<file path="config.mk">
export PLATFORM = sky130hd
export DESIGN_NAME = fp16_argmax_classifier
export DESIGN_NICKNAME = d
export VERILOG_FILES = /design/src/rtl/fp16_argmax_classifier.sv
export SDC_FILE = /design/constraint.sdc
export NUM_CORES = 1
export LEC_CHECK = 0
export ABC_AREA = 1
export CELL_PAD_IN_SITES_DETAIL_PLACEMENT = 1
export CELL_PAD_IN_SITES_GLOBAL_PLACEMENT = 1
export CORE_UTILIZATION = 44
export CTS_CLUSTER_DIAMETER = 60
export DETAILED_ROUTE_END_ITERATION = 12
export PLACE_DENSITY = 0.92
export SLEW_MARGIN = 25
export SYNTH_ARGS = -nofsm -noshare
export SYNTH_HDL_FRONTEND = slang
export SYNTH_SLANG_ARGS = --single-unit
export TNS_END_PERCENT = 20
</file>
<file path="constraint.sdc">
create_clock -name clk -period 4.47 [get_ports clk]
set_clock_uncertainty 0.05 [all_clocks]
set_input_delay 1.341 -clock clk [delete_from_list [all_inputs] [get_ports clk]]
set_output_delay 1.341 -clock clk [all_outputs]
set_load 0.005 [all_outputs]
</file>
<file path="src/rtl/fp16_argmax_classifier.sv">
`default_nettype none
// ============================================================================
// Module   : fp16_argmax_classifier
// Brief    : Serial FP16 argmax over NUM_CLASSES similarity scores; reports
//            the winning class index and score one cycle after the last score.
// Revision : 1.0 - initial release
// ============================================================================
module fp16_argmax_classifier #(
   parameter int NUM_CLASSES = 10,
   parameter int WIDTH       = 16,
   parameter int IDX_W       = $clog2(NUM_CLASSES)
) (
   input  logic             clk,
   input  logic             rst,
   input  logic             start,
   input  logic             score_valid,
   input  logic [WIDTH-1:0] score,
   output logic             busy,
   output logic             result_valid,
   output logic [IDX_W-1:0] result_class,
   output logic [WIDTH-1:0] result_score,
   output logic             nan_flag
);

   localparam logic [WIDTH-1:0] c_neg_zero = 16'h8000;
   localparam logic [WIDTH-1:0] c_sign_bit = 16'h8000;
   localparam logic [WIDTH-1:0] c_qnan     = 16'h7E00;
   localparam logic [IDX_W-1:0] c_last_idx = IDX_W'(NUM_CLASSES - 1);

   typedef enum logic [0:0] {
      S_IDLE    = 1'b0,
      S_COLLECT = 1'b1
   } state_t;

   state_t           r_state;
   logic [IDX_W-1:0] r_cnt;
   logic [WIDTH-1:0] r_best;
   logic [IDX_W-1:0] r_best_idx;
   logic             r_best_valid;
   logic             r_nan;
   logic             r_result_valid;
   logic [IDX_W-1:0] r_result_class;
   logic [WIDTH-1:0] r_result_score;

   logic             w_is_nan;
   logic [WIDTH-1:0] w_canon;
   logic [WIDTH-1:0] w_key;
   logic [WIDTH-1:0] w_best_key;
   logic             w_take;
   logic             w_last;
   logic             w_fin_valid;
   logic [WIDTH-1:0] w_fin_score;
   logic [IDX_W-1:0] w_fin_idx;

   // Monotonic key: negatives are bit-inverted, positives get the sign bit set,
   // so an unsigned compare matches FP ordering (with -0 folded to +0 first).
   assign w_is_nan    = (score[14:10] == 5'h1F) && (score[9:0] != 10'd0);
   assign w_canon     = (score == c_neg_zero) ? '0 : score;
   assign w_key       = w_canon[WIDTH-1] ? ~w_canon : (w_canon ^ c_sign_bit);
   assign w_best_key  = r_best[WIDTH-1] ? ~r_best : (r_best ^ c_sign_bit);
   assign w_take      = !w_is_nan && (!r_best_valid || (w_key > w_best_key));
   assign w_last      = (r_cnt == c_last_idx);
   assign w_fin_valid = r_best_valid || w_take;
   assign w_fin_score = w_take ? w_canon : r_best;
   assign w_fin_idx   = w_take ? r_cnt : r_best_idx;

   always_ff @(posedge clk or negedge rst) begin
      if (!rst) begin
         r_state        <= S_IDLE;
         r_cnt          <= '0;
         r_best         <= '0;
         r_best_idx     <= '0;
         r_best_valid   <= 1'b0;
         r_nan          <= 1'b0;
         r_result_valid <= 1'b0;
         r_result_class <= '0;
         r_result_score <= '0;
      end else begin
         r_result_valid <= 1'b0;
         if (start) begin
            r_state      <= S_COLLECT;
            r_cnt        <= '0;
            r_best       <= '0;
            r_best_idx   <= '0;
            r_best_valid <= 1'b0;
            r_nan        <= 1'b0;
         end else begin
            case (r_state)
               S_IDLE: begin
                  r_state <= S_IDLE;
               end
               S_COLLECT: begin
                  if (score_valid) begin
                     if (w_is_nan) begin
                        r_nan <= 1'b1;
                     end
                     if (w_take) begin
                        r_best       <= w_canon;
                        r_best_idx   <= r_cnt;
                        r_best_valid <= 1'b1;
                     end
                     // The counter holds at the last index rather than wrapping.
                     if (w_last) begin
                        r_state        <= S_IDLE;
                        r_result_valid <= 1'b1;
                        r_result_class <= w_fin_valid ? w_fin_idx : '0;
                        r_result_score <= w_fin_valid ? w_fin_score : c_qnan;
                     end else begin
                        r_cnt <= r_cnt + IDX_W'(1);
                     end
                  end
               end
               default: begin
                  r_state <= S_IDLE;
               end
            endcase
         end
      end
   end

   assign busy         = (r_state == S_COLLECT);
   assign result_valid = r_result_valid;
   assign result_class = r_result_class;
   assign result_score = r_result_score;
   assign nan_flag     = r_nan;

endmodule
`default_nettype wire

</file>
==> metrics.md <==
| Metric | Value |
|---|---|
| Syn-to-layout area delta | 20.0% |
| WL per Instance | 17.2 um |
| Pwr Total | 1.20 mW |
| Mean Syn Cell Area | 7.77 um2 |
| Critical path endpoint category | flop |
| Area contributors post-synth | dfrtp_1 (39%), nand3_1 (11%), nand2_1 (11%), ha_1 (7.4%), inv_1 (7.4%) |
| Initial DRC count | 187 |
| Final Hold Viols | 0 |
| Top cell type's share of synthesized area | 39.2% |
| Worst r2r dst | r_best_idx[1] |
| Root buffer cell | clkbuf_8 |
| Residual DRC | 0 |
| Largest net degree at the start of global routing | 33 |
| Cell Area, Synth | 3060 um2 |
| Post-synthesis sequential area ratio | 39.2% |
| R2R cell count | 14 |
| Die H | 85.4 um |
| Worst rel slew slack | 36.9% |
| Pleak | 1.86 nW |
| WS Path Type | in2reg |
| Row cnt | 30 |
| CTS tree | built |
| Skew-Pair Late Insertion Delay | 310 ps |
| PwrDens | 326 nW/um2 |
| Stages on the worst setup path | 20 |
| CTS Buf Count | 5 |
| Max IR drop VDD | 0.197 mV |
| Final Cell Area | 3670 um2 |
| # setup viols final | 0 |
| Vias per inst | 5.50 |
| Minimum clock period | 4170 ps |
| RSZ-0062 raised after global routing | false |
| Post-synth EDFFs | 0 |
| Initial Util | 45.3% |
| Final WS setup | 301 ps |
| Synth async-reset ratio | 100% |
| Crit. Startpoint | score[13] |
| Via count | 2860 |
| Overflow after GRT | 0 |
| Status | finished clean |
| Number of global-route vias before repair | 3010 |
| #FFs+latches synth | 48 |
| CTS H-tree lvls | 2 |
| CP peak stage delay | 470 ps |
| Ports | 43 |
| Most frequent cells after synthesis | nand2_1 (88), nand3_1 (69), inv_1 (60) |
| CTS sink cnt | 48 |
| Crit start category | input pin |
| Fin util | 54.3% |
| Full die area | 7290 um2 |
| Initial antenna violation count | 0 |
| Synth warn | 0 |
| Final cell count without fillers | 520 |
| Buf/Inv on CP | 4 |
| Syn_nets | 432 |
| Iteration count of the initial detailed-routing pass | 4 |
| Slew @ Worst Pin | 947 ps |
| I/O Buffers | 42 |
| Total wire length | 8.96 mm |
| Die width | 85.4 um |
| CP max-delay cell | clkdlybuf4s50_1 |
| Hold depth | 2 |
| Syn Inst Count | 394 |
| # diodes | 0 |
| Worst path cell trace | clkdlybuf4s50_1 > inv_1 > nand4_1 > nand3b_1 > o21ai_2 > buf_4 > xor2_1 > ha_1 > nand2_1 > nor2_2 > nand2_1 > nor2_2 > nand2_1 > nand3_1 > nand2_2 > nand2_4 > buf_4 > nand3_1 > nand3_1 > o21ai_0 |
| Max-cap violation count | 0 |
| Core area | 6760 um2 |
| Highest Clock Rate | 240 MHz |
| Worst path required time | 4600 ps |
| R2r startpoint | r_best[15] |
| Share of cells above drive strength 1 | 7.95% |
| Dpl cell area | 3570 um2 |
| R2R Setup Slk | 1390 ps |
| Antenna-violating nets left | 0 |
| Final #Nets | 477 |
| Pre-CTS WS | -5.83 ps |
| Fin Hold WS | 442 ps |
| Hold_buf cts | 0 |
| Critical path peak fanout | 9 |
| Cell with the most instances after synthesis | nand2_1 |
| Gpl congestion | 0.838 |
| GRT Util Overall | 26.1% |
| Setup crit end | r_best_idx[1] |
| Final Max Slew Viols | 0 |
| Cells after DPL | 512 |
| Final period utilization | 93.3% |
| CTS Buffer Depth | 2 |
| Reg clk slew, reported paths | 80 ps |
| Yosys cell types | 26 |
| Crit-path leading delay family | simple AND/OR/NAND/NOR gates |
| Main synth FF type | dfrtp_1 |
| Hold Path Class | reg2reg |
| Detail Placement HPWL | 6.48 mm |
| First-pass GRT wire length | 14.8 mm |
| Area leader, netlist | dfrtp_1 |
| Setup total negative slack | 0 ps |
| WP data arrival | 4300 ps |
==> how the worst min path moves through the flow <==
stage | startpoint | endpoint
after floorplan | result_class[3] | result_class[3]
after global placement | result_class[3] | result_class[3]
after detailed placement | result_score[7] | result_score[7]
after CTS | result_score[7] | result_score[7]
after global routing | result_score[3] | result_score[3]
final | result_score[7] | result_score[7]
==> metal layers <==
layer | track usage, % | vias up | routed length (um)
met5 | 0 | - | 0
met4 | 6.06 | 0 | 106
met3 | 3.60 | 13 | 259
met2 | 46.5 | 53 | 4620
met1 | 33.7 | 1447 | 3980
li1 | - | 1347 | -
==> power by group <==
group	switching (mW)	leakage [nW]	internal (mW)	total, mW
clock network	0.151	0.0445	0.126	0.278
registers	0.0394	0.647	0.473	0.512
logic	0.245	1.17	0.164	0.408
==> tightest hold or removal path: cells and delay by family, from the launching register on <==
kind             cells  cell delay, ps
flip-flops           1             360
AND/OR/NAND/NOR      2             100
==> cell usage in the layout, fill, tap and decap left out, types with 12 or more instances in the layout <==
cell type        Yosys  routed
buf_4                2      12
clkdlybuf4s50_1      0      41
dfrtp_1             48      48
ha_1                18      18
inv_1               60      60
nand2_1             88      88
nand3_1             69      69
o21ai_0             23      23
xnor2_1             14      14
xor2_1              16      16
==> kinds of logic (layout without fill, tap and decap cells) <==
| kind of cell | count (synthesis) | in the layout | synth area share (%) |
|---|---|---|---|
| XOR/XNOR | 30 | 30 | 8.59 |
| buffers and inverters | 76 | 122 | 10.5 |
| AO/OA/AOI/OAI | 38 | 38 | 6.83 |
| AND/OR/NAND/NOR | 184 | 184 | 27.4 |
| adder cells (fa/ha/maj) | 18 | 18 | 7.36 |
| flip-flops | 48 | 48 | 39.2 |
==> state kept, by name (all words and copies together) (netlist names) <==
signal / cells
result_class: 4
r_best_valid: 1
r_best: 16
r_best_idx: 4
result_valid: 1
busy: 1
result_score: 16
r_cnt: 4
nan_flag: 1
==> repair_timing <==
action | CTS | global route
gates resized for setup | 0 | 1
endpoints found under the setup margin | 0 | 7
buffers inserted | 0 | 0
==> layout make-up <==
| cell class | instances | area, um2 |
|---|---|---|
| clock buffers | 7 | 86.3 |
| clock inverters | 1 | 7.51 |
| fillers | 845 | 3090 |
| inverters | 60 | 225 |
| multi-input cells | 270 | 1550 |
| flip-flops and latches | 48 | 1200 |
| well taps | 80 | 100 |
| repair buffers | 54 | 505 |
Power figures use the tool's default switching activity.
